**config.mk**
```make
export PLATFORM = sky130hd
export DESIGN_NAME = fifo_xfer_ctrl_flat
export DESIGN_NICKNAME = d
export VERILOG_FILES = /design/src/rtl/fifo_xfer_ctrl_if.sv /design/src/rtl/fifo_xfer_ctrl.sv /design/src/flat_wrapper.sv
export SDC_FILE = /design/constraint.sdc
export NUM_CORES = 1
export LEC_CHECK = 0
export CORE_ASPECT_RATIO = 1.75
export CORE_MARGIN = 10
export CORE_UTILIZATION = 47
export DETAILED_ROUTE_END_ITERATION = 8
export PLACE_DENSITY = 0.85
export SYNTH_ARGS = -nofsm -noshare
export SYNTH_HDL_FRONTEND = slang
export SYNTH_SLANG_ARGS = --single-unit
```
**constraint.sdc**
```tcl
create_clock -name CLK -period 9.99 [get_ports CLK]
set_clock_uncertainty 0.1 [all_clocks]
set_input_delay 2.4975 -clock CLK [delete_from_list [all_inputs] [get_ports CLK]]
set_output_delay 2.4975 -clock CLK [all_outputs]
set_load 0.05 [all_outputs]
```
**src/rtl/fifo_xfer_ctrl_if.sv**
```systemverilog
// ADMA/FIFO data-path bundle for the block-transfer sequencer.
// master = sequencer side, slave = ADMA engine plus FIFO side.
interface fifo_xfer_ctrl_if;
    logic [31:0] dma_wdata;
    logic        dma_wvalid;
    logic        dma_wready;
    logic [31:0] dma_rdata;
    logic        dma_rvalid;
    logic        dma_rready;
    logic [31:0] fifo_data_in;
    logic [31:0] fifo_data_out;
    logic        fifo_write;
    logic        fifo_read;
    logic        fifo_full;
    logic        fifo_empty;

    modport master (
        input  dma_wdata, dma_wvalid, dma_rready,
        input  fifo_data_out, fifo_full, fifo_empty,
        output dma_wready, dma_rdata, dma_rvalid,
        output fifo_data_in, fifo_write, fifo_read
    );

    modport slave (
        output dma_wdata, dma_wvalid, dma_rready,
        output fifo_data_out, fifo_full, fifo_empty,
        input  dma_wready, dma_rdata, dma_rvalid,
        input  fifo_data_in, fifo_write, fifo_read
    );
endinterface

```
**src/rtl/fifo_xfer_ctrl.sv**
```systemverilog
// Block-transfer sequencer moving a counted number of words between
// the ADMA engine and the word FIFO, with stall timeout and abort.
module fifo_xfer_ctrl #(
    parameter int CNT_W   = 10,
    parameter int TIMEOUT = 1023
) (
    input  logic             CLK,
    input  logic             RESET,
    input  logic             start,
    input  logic             dir,
    input  logic [CNT_W-1:0] blk_words,
    input  logic             abort,
    fifo_xfer_ctrl_if.master bus,
    output logic             busy,
    output logic             done,
    output logic             error,
    output logic [CNT_W-1:0] word_cnt
);

    localparam int ST_W = $clog2(TIMEOUT + 1);

    typedef enum logic [2:0] {IDLE, WR, RD, DRAIN, FIN, ERR} state_t;

    state_t           state_q, state_d;
    logic [CNT_W-1:0] blk_q, blk_d;
    logic [CNT_W-1:0] cnt_q, cnt_d;
    logic [CNT_W-1:0] iss_q, iss_d;
    logic [ST_W-1:0]  stall_q, stall_d;
    logic             rvalid_q, rvalid_d;
    logic             live, xfer, wready, wr_fire, rd_fire, rd_hs;

    always_comb begin
        // strobes are killed by abort and by reset in the same cycle
        live    = !RESET && !abort;
        xfer    = (state_q == WR) || (state_q == RD) || (state_q == DRAIN);
        wready  = live && (state_q == WR) && !bus.fifo_full;
        wr_fire = wready && bus.dma_wvalid;
        rd_fire = live && (state_q == RD) && !bus.fifo_empty &&
                  (iss_q < blk_q) && (!rvalid_q || bus.dma_rready);
        rd_hs   = live && rvalid_q && bus.dma_rready;

        state_d  = state_q;
        blk_d    = blk_q;
        cnt_d    = cnt_q;
        iss_d    = iss_q;
        stall_d  = stall_q;
        rvalid_d = rvalid_q;

        if (wr_fire || rd_hs) cnt_d = cnt_q + 1'b1;
        if (rd_fire) iss_d = iss_q + 1'b1;

        if (rd_fire) rvalid_d = 1'b1;
        else if (rd_hs) rvalid_d = 1'b0;

        if (xfer) begin
            if (wr_fire || rd_fire || rd_hs) stall_d = '0;
            else stall_d = stall_q + 1'b1;
        end

        unique case (state_q)
            IDLE: begin
                if (start) begin
                    blk_d   = blk_words;
                    cnt_d   = '0;
                    iss_d   = '0;
                    stall_d = '0;
                    if (blk_words == '0) state_d = FIN;
                    else if (dir) state_d = RD;
                    else state_d = WR;
                end
            end
            WR:    if (wr_fire && cnt_d == blk_q) state_d = FIN;
            RD:    if (iss_d == blk_q) state_d = DRAIN;
            DRAIN: if (cnt_d == blk_q) state_d = FIN;
            FIN:   state_d = IDLE;
            ERR:   state_d = IDLE;
            default: state_d = IDLE;
        endcase

        if (xfer && stall_d == ST_W'(TIMEOUT)) state_d = ERR;
        if (abort && state_q != IDLE) state_d = IDLE;

        if (!(state_d == RD || state_d == DRAIN)) rvalid_d = 1'b0;
        if (!(state_d == WR || state_d == RD || state_d == DRAIN)) stall_d = '0;
    end

    always_ff @(posedge CLK) begin
        if (RESET) begin
            state_q  <= IDLE;
            blk_q    <= '0;
            cnt_q    <= '0;
            iss_q    <= '0;
            stall_q  <= '0;
            rvalid_q <= 1'b0;
        end else begin
            state_q  <= state_d;
            blk_q    <= blk_d;
            cnt_q    <= cnt_d;
            iss_q    <= iss_d;
            stall_q  <= stall_d;
            rvalid_q <= rvalid_d;
        end
    end

    assign bus.dma_wready   = wready;
    assign bus.fifo_write   = wr_fire;
    assign bus.fifo_read    = rd_fire;
    assign bus.dma_rvalid   = rvalid_q;
    assign bus.dma_rdata    = bus.fifo_data_out;
    assign bus.fifo_data_in = bus.dma_wdata;

    assign busy     = xfer;
    assign done     = (state_q == FIN);
    assign error    = (state_q == ERR);
    assign word_cnt = cnt_q;

endmodule

```
**src/flat_wrapper.sv**
```systemverilog
// flat-port wrapper written by rule: the top's interface ports become plain ports
module fifo_xfer_ctrl_flat 
#(
    parameter int CNT_W   = 10,
    parameter int TIMEOUT = 1023
)
  (CLK, RESET, start, dir, blk_words, abort, busy, done, error, word_cnt, bus_dma_wdata, bus_dma_wvalid, bus_dma_rready, bus_fifo_data_out, bus_fifo_full, bus_fifo_empty, bus_dma_wready, bus_dma_rdata, bus_dma_rvalid, bus_fifo_data_in, bus_fifo_write, bus_fifo_read);
  fifo_xfer_ctrl_if bus_i ();
  input  logic CLK;
  input  logic RESET;
  input  logic start;
  input  logic dir;
  input  logic [CNT_W-1:0] blk_words;
  input  logic abort;
  output logic busy;
  output logic done;
  output logic error;
  output logic [CNT_W-1:0] word_cnt;
  input wire logic [$bits(bus_i.dma_wdata)-1:0] bus_dma_wdata;
  input wire logic [$bits(bus_i.dma_wvalid)-1:0] bus_dma_wvalid;
  input wire logic [$bits(bus_i.dma_rready)-1:0] bus_dma_rready;
  input wire logic [$bits(bus_i.fifo_data_out)-1:0] bus_fifo_data_out;
  input wire logic [$bits(bus_i.fifo_full)-1:0] bus_fifo_full;
  input wire logic [$bits(bus_i.fifo_empty)-1:0] bus_fifo_empty;
  output wire logic [$bits(bus_i.dma_wready)-1:0] bus_dma_wready;
  output wire logic [$bits(bus_i.dma_rdata)-1:0] bus_dma_rdata;
  output wire logic [$bits(bus_i.dma_rvalid)-1:0] bus_dma_rvalid;
  output wire logic [$bits(bus_i.fifo_data_in)-1:0] bus_fifo_data_in;
  output wire logic [$bits(bus_i.fifo_write)-1:0] bus_fifo_write;
  output wire logic [$bits(bus_i.fifo_read)-1:0] bus_fifo_read;
  assign bus_i.dma_wdata = bus_dma_wdata;
  assign bus_i.dma_wvalid = bus_dma_wvalid;
  assign bus_i.dma_rready = bus_dma_rready;
  assign bus_i.fifo_data_out = bus_fifo_data_out;
  assign bus_i.fifo_full = bus_fifo_full;
  assign bus_i.fifo_empty = bus_fifo_empty;
  assign bus_dma_wready = bus_i.dma_wready;
  assign bus_dma_rdata = bus_i.dma_rdata;
  assign bus_dma_rvalid = bus_i.dma_rvalid;
  assign bus_fifo_data_in = bus_i.fifo_data_in;
  assign bus_fifo_write = bus_i.fifo_write;
  assign bus_fifo_read = bus_i.fifo_read;
  fifo_xfer_ctrl #(.CNT_W(CNT_W), .TIMEOUT(TIMEOUT)) u_core (.CLK(CLK), .RESET(RESET), .start(start), .dir(dir), .blk_words(blk_words), .abort(abort), .bus(bus_i), .busy(busy), .done(done), .error(error), .word_cnt(word_cnt));
endmodule
```
==> impl_metrics.csv, run 1 <==
group,metric,value,unit
setup_path,r2r_slack,6.59,ns
clock_network,cts.htree.levels,2,
routing,wl_met3,872,um
synthesis,synthCells,503,
synthesis,yosysWarningCount,0,
sta,fin_setup_tns,0,ns
synthesis,ys_top_cells_by_area,"dfxtp_1 (23%), buf_4 (13%), xnor2_1 (6.2%), a21oi_1 (4.9%), nand2_1 (4.6%)",
routing,wl_met1,3.553,mm
floorplanning,die_y,139.1,um
routing,antenna_left,0,
run,drv_cap,0,
synthesis,yosysMostFrequentCell,"buf_4",
placed_design,dpl.hpwl,7.868,mm
sta,holdWs,0.4450,ns
cells_and_area,antenna_cells,0,
floorplanning,core,7909,um2
synthesis,syn-num-nets,598,
clock_network,cts_setup_buffers,0,
global_routing,gr-total-overflow,0,
global_routing,grt_max_degree,21,
floorplanning,ios,164,
floorplanning,die_w,88.07,um
clock_network,cts_hold_buf,0,
synthesis,syn_area,3811,um2
synthesis,async_flop_share,0,
synthesis,synth_top_cells_by_count,"buf_4 (65), nand2_1 (47), dfxtp_1 (44)",
setup_path,end_kind,"output pin",
routing,drt_iter0_markers,239,
cells_and_area,fillers,752,
synthesis,ys_ff_latch,44,
power,power_density,145.4,nW/um2
clock_network,clock_path_buffers,2,
routing,wl,10.23,mm
global_routing,antenna_found_initial,0,
clock_network,cts_buffers,5,
clock_network,cts_sinks,44,
floorplanning,start_util,0.4819,
sta,rsz0062_at_grt,"false",
synthesis,synth-edff-count,0,
synthesis,synth_area_per_cell,7.577,um2
setup_path,r2r-start,"u_core.state_q[0]$_SDFF_PP0_",
cells_and_area,final_util,0.4844,
synthesis,ys.flop_type,"dfxtp_1",
sta,finalCritPeriodShare,0.8153,
routing,viasPerCell,6.550,
power,power,556.9,uW
setup_path,crit_path_max_fanout,16,
sta,relSlewSlack,0.4690,
hold_path,hold_end,"u_core.blk_q[9]$_SDFFE_PP0P_",
sta,setup_viol_count_final,0,
setup_path,cp-start-kind,"input port",
cells_and_area,fin_cells,547,
sta,fmaxAchievable,122.8,MHz
cells_and_area,multi_input_area,2261,um2
cells_and_area,nNetsFinal,552,
clock_network,cts_resized,0,
hold_path,min_from,"u_core.blk_q[9]$_SDFFE_PP0P_",
synthesis,synthDistinctLibCells,66,
setup_path,crit_type,"input port to output pin",
floorplanning,die-area,12250,um2
global_routing,gr-usage-all-layers,0.1616,
setup_path,r2r_cells,8,
routing,vias,3583,
run_status,status,"completed",
routing,dr.max_layer_used,"met4",
sta,slew_viol_final,0,
setup_path,arrival,5.55,ns
power,vdd_ir_drop_max,108.2,uV
routing,dr_wl_met2,4.897,mm
routing,wl_per_cell,18.70,um
setup_path,r2r_end,"u_core.stall_q[2]$_SDFF_PP0_",
synthesis,synth_top_area_frac,0.2311,
synthesis,synth_top_area_cell,"dfxtp_1",
clock_network,worstSkewPairLatency,0.29,ns
floorplanning,rows,43,
placed_design,port_buffers,35,
cells_and_area,area_growth,0.5252,%
routing,dr.pass1.iters,6,
routing,route.detailed.drc,0,
sta,hold_violations,0,
sta,tightest_slew,0.7964,ns
clock_network,tritoncts,"built",
cells_and_area,regArea,880.8,um2
global_routing,grt_pass1_wl,16.26,mm
clock_network,clk_pin_slew,0.06,ns
placed_design,gp_congestion,0.9634,
setup_path,worstPathRequired,7.39,ns
power,p_leak,1.256,nW
sta,min_period,8.144,ns
global_routing,grt_pass1_vias,3494,
clock_network,cts_root_buffer,"clkbuf_16",
synthesis,ys_seq_area_frac,0.2311,
placed_design,dp.cells,540,
hold_path,hp-class,"flip-flop to flip-flop",
hold_path,holdPathStages,2,
cells_and_area,post_route_cells_drive_above_1_share,0.05033,
==> layout make-up <==
class,count,share of cell area
Clock inverter,2,0.003266
Sequential cell,44,0.2299
Timing Repair Buffer,38,0.09732
Tap cell,90,0.02939
Inverter,17,0.01731
Clock buffer,5,0.03266
Multi-Input combinational cell,351,0.5901
==> worst max path at each step <==
stage | startpoint | to | slack, ns
after global placement | abort | bus_fifo_read | 1.94
final | abort | bus_fifo_read | 1.85
after floorplan | RESET | bus_fifo_read | 2.89
after CTS | abort | bus_fifo_read | 1.87
after global routing | abort | bus_fifo_read | 1.73
after detailed placement | abort | bus_fifo_read | 1.88
==> logic make-up after synthesis <==
group                    synth area share
adder cells (fa/ha/maj)           0.03939
AND/OR/NAND/NOR                    0.2761
multiplexers                     0.002627
XOR/XNOR                          0.08963
flip-flops                         0.2311
buffers and inverters              0.1756
AO/OA/AOI/OAI                      0.1855
==> metal layers <==
layer / global-route usage / vias up
met5: 0 / -
met4: 0.1544 / 0
met3: 0.03471 / 96
met2: 0.2754 / 193
met1: 0.1493 / 1651
li1: - / 1643
==> power by group <==
| group | internal [mW] | switching, mW | total (mW) |
|---|---|---|---|
| clock network | 0.0907 | 0.0678 | 0.159 |
| logic | 0.0679 | 0.121 | 0.189 |
| registers | 0.186 | 0.0238 | 0.210 |
| total | 0.345 | 0.212 | 0.557 |
==> state kept, by name, summed over array words and instances, names as in the netlist <==
name / flops
u_core.blk_q: 10
u_core.stall_q: 10
u_core.state_q: 3
u_core.iss_q: 10
u_core.bus.dma_rvalid: 1
u_core.word_cnt: 10
==> critical path, cell delays in order <==
cell and delay [ns]:
clkdlybuf4s50_1 0.59, or4_4 0.62, a221oi_4 0.25, nand3_2 0.17, a21o_1 0.35, inv_4 0.23
clkdlybuf4s50_1 0.84
==> metrics by stage <==
stage / setup slack, ns / cell area [um2]
floorplan: 2.888 / 3811
global placement: 1.939 / 3694
detailed placement: 1.879 / 3694
CTS: 1.869 / 3831
global route: 1.730 / 3831
finish: 1.846 / 3831
==> cells in the final DEF (no fill, tap or decap), types with 2 or more instances in the layout <==
master           count
a2111oi_0            3
a211o_1              2
a211oi_1             7
a21o_1               5
a21oi_1             37
a22oi_1              3
a31oi_1              3
a32oi_1              2
and2_1               4
and4_1               5
buf_4                3
clkbuf_16            5
clkdlybuf4s50_1     35
dfxtp_1             44
ha_1                12
inv_1               14
nand2_1             47
nand2b_1            10
nand3_1             19
nand4_1              8
nor2_1              32
nor2b_1              3
nor3_1              15
nor3b_1              4
nor3b_2              2
nor4_1              18
nor4b_1              2
o2111ai_1            5
o21a_1               3
o21ai_0             16
o21ai_1              4
o221ai_1             2
o22ai_1              3
o31ai_1              3
o32ai_1              2
or3_1                5
or4_1                4
xnor2_1             27
xor2_1              12
(Power assumes the default switching activity.)
==> run 2, diff against run 1 <==
- CORE_UTILIZATION: 47 -> 39
- PLACE_DENSITY: 0.85 -> 0.75
- clock period: 9.99 -> 6.6 ns (I/O delays scaled with it)
==> run 2 against run 1 <==
Against the previous run: clock power rose by 60%; cell count rose by 5.9%; total power rose by 54%; utilization fell by 7.6 points; sequential power rose by 52%; non-clock buffer count fell by 1; first-iteration DRC count rose by 31%; global-route usage fell by 2.0 points.
==> impl_metrics.csv, run 2 (synthesis gave the netlist of run 1 again) <==
group,metric,value,unit
global_routing,gr-total-overflow,0,
routing,wl_per_cell,17.73,um
clock_network,worstSkewPairLatency,0.29,ns
setup_path,crit_type,"input port to output pin",
setup_path,r2r_slack,3.03,ns
routing,dr.pass1.iters,5,
setup_path,cp-start-kind,"input port",
setup_path,r2r_end,"u_core.stall_q[5]$_SDFF_PP0_",
hold_path,min_from,"u_core.word_cnt[1]$_SDFF_PP0_",
floorplanning,rows,47,
routing,drt_iter0_markers,312,
routing,viasPerCell,6.071,
floorplanning,die-area,14280,um2
global_routing,grt_pass1_wl,16.66,mm
cells_and_area,multi_input_area,2261,um2
clock_network,cts_sinks,44,
sta,rsz0062_at_grt,"false",
setup_path,worstPathRequired,4.85,ns
setup_path,arrival,4.00,ns
clock_network,tritoncts,"built",
routing,antenna_left,0,
run,drv_cap,0,
floorplanning,die_w,94.73,um
clock_network,cts_setup_buffers,0,
routing,route.detailed.drc,0,
run_status,status,"completed",
hold_path,hp-class,"flip-flop to flip-flop",
clock_network,cts_hold_buf,0,
clock_network,clock_path_buffers,2,
floorplanning,ios,164,
setup_path,crit_path_max_fanout,16,
placed_design,dpl.hpwl,8.044,mm
floorplanning,die_y,150.8,um
setup_path,r2r-start,"u_core.state_q[0]$_SDFF_PP0_",
power,vdd_ir_drop_max,162.9,uV
placed_design,place_area,3736,um2
cells_and_area,design_area,3890,um2
floorplanning,core,9527,um2
cells_and_area,area_growth,2.068,%
global_routing,grt_max_degree,21,
setup_path,r2r_cells,9,
clock_network,cts_resized,0,
hold_path,holdPathStages,2,
floorplanning,start_util,0.4001,
placed_design,gp_congestion,0.9304,
sta,relSlewSlack,0.4142,
global_routing,antenna_found_initial,0,
cells_and_area,post_route_cells_drive_above_1_share,0.05252,
clock_network,clk_pin_slew,0.06,ns
sta,finalCritPeriodShare,0.8715,
sta,fmaxAchievable,173.9,MHz
sta,setup_viol_count_final,0,
power,power_density,221.0,nW/um2
cells_and_area,mostFrequentLayoutCells,"nand2_1 (47), dfxtp_1 (44), a21oi_1 (37)",
cells_and_area,layout_commonest_cell,"nand2_1",
cells_and_area,nNetsFinal,551,
sta,tightest_slew,0.8769,ns
cells_and_area,antenna_cells,0,
power,p_leak,1.260,nW
clock_network,cts_root_buffer,"clkbuf_16",
placed_design,port_buffers,35,
cells_and_area,fillers,968,
routing,vias,3515,
hold_path,hold_end,"u_core.word_cnt[1]$_SDFF_PP0_",
setup_path,end_kind,"output pin",
global_routing,grt_pass1_vias,3490,
sta,hold_violations,0,
cells_and_area,regArea,880.8,um2
sta,slew_viol_final,0,
sta,fin_setup_tns,0,ns
routing,wl,10.27,mm
global_routing,gr-usage-all-layers,0.1417,
clock_network,cts_buffers,5,
sta,min_period,5.752,ns
clock_network,cts.htree.levels,2,
-- run 2: changes by cell type in the layout (fill, tap and decap cells not counted) --
cell / change
buf_12: +1
buf_4: -1
clkbuf_8: +1
clkdlybuf4s50_1: -1
clkinv_2: -1
clkinvlp_4: +1
-- run 2: layer usage --
layer	global-route usage	wire length, um
met5	0	0
met4	0.1226	733
met3	0.01982	647
met2	0.2466	5105
met1	0.1431	3782
-- run 2: worst max path at each step --
stage	startpoint	to	slack, ns	depth (start not counted)
2_1_floorplan	RESET	bus_fifo_read	1.19	8
3_3_place_gp	abort	bus_fifo_read	0.91	7
3_5_place_dp	abort	bus_fifo_read	0.87	7
4_1_cts	abort	bus_fifo_read	0.87	7
5_1_grt	abort	bus_fifo_read	0.73	7
6_report	abort	bus_fifo_read	0.85	7
-- run 2: final cells by class --
cell class | count | area share
Tap cell | 122 | 0.03924
Clock inverter | 2 | 0.003860
Inverter | 17 | 0.01705
Multi-Input combinational cell | 351 | 0.5812
Sequential cell | 44 | 0.2264
Timing Repair Buffer | 37 | 0.09649
Clock buffer | 6 | 0.03570
-- run 2: stage by stage --
stage / utilization / hold WS, ns / worst slack, ns / std cells / power [mW]
finish: 0.4083 / 0.4373 / 0.8482 / 579 / 0.8597
detailed placement: 0.3922 / 0.4273 / 0.8677 / 571 / 0.6001
floorplan: - / 0.3846 / 1.193 / 503 / 0.6341
global route: 0.4083 / 0.4698 / 0.7313 / 579 / 0.9004
CTS: 0.4083 / 0.4371 / 0.8683 / 579 / 0.8569
global placement: 0.3922 / 0.4218 / 0.9063 / 571 / 0.5942
-- run 2: report_power, final --
part           switching [mW]  internal, mW
logic                   0.185        0.0994
registers              0.0384         0.281
clock network           0.105         0.151
total                   0.328         0.531
-- run 2: worst max-delay path, cell delays in order --
cell             delay [ns]
clkdlybuf4s50_1        0.57
or4_4                  0.61
a221oi_4               0.25
nand3_2                0.17
a21o_1                 0.35
inv_4                  0.24
buf_12                 0.17
==> run 3, diff against run 2 <==
- ABC_CLOCK_PERIOD_IN_PS: unset -> 6600
- CTS_BUF_LIST: unset -> sky130_fd_sc_hd__clkbuf_4 sky130_fd_sc_hd__clkbuf_8 sky130_fd_sc_hd__clkbuf_16
- HOLD_SLACK_MARGIN: unset -> 0.05
==> results of run 3 <==
No change in the layout: final DEF, timing and power equal those of run 2.
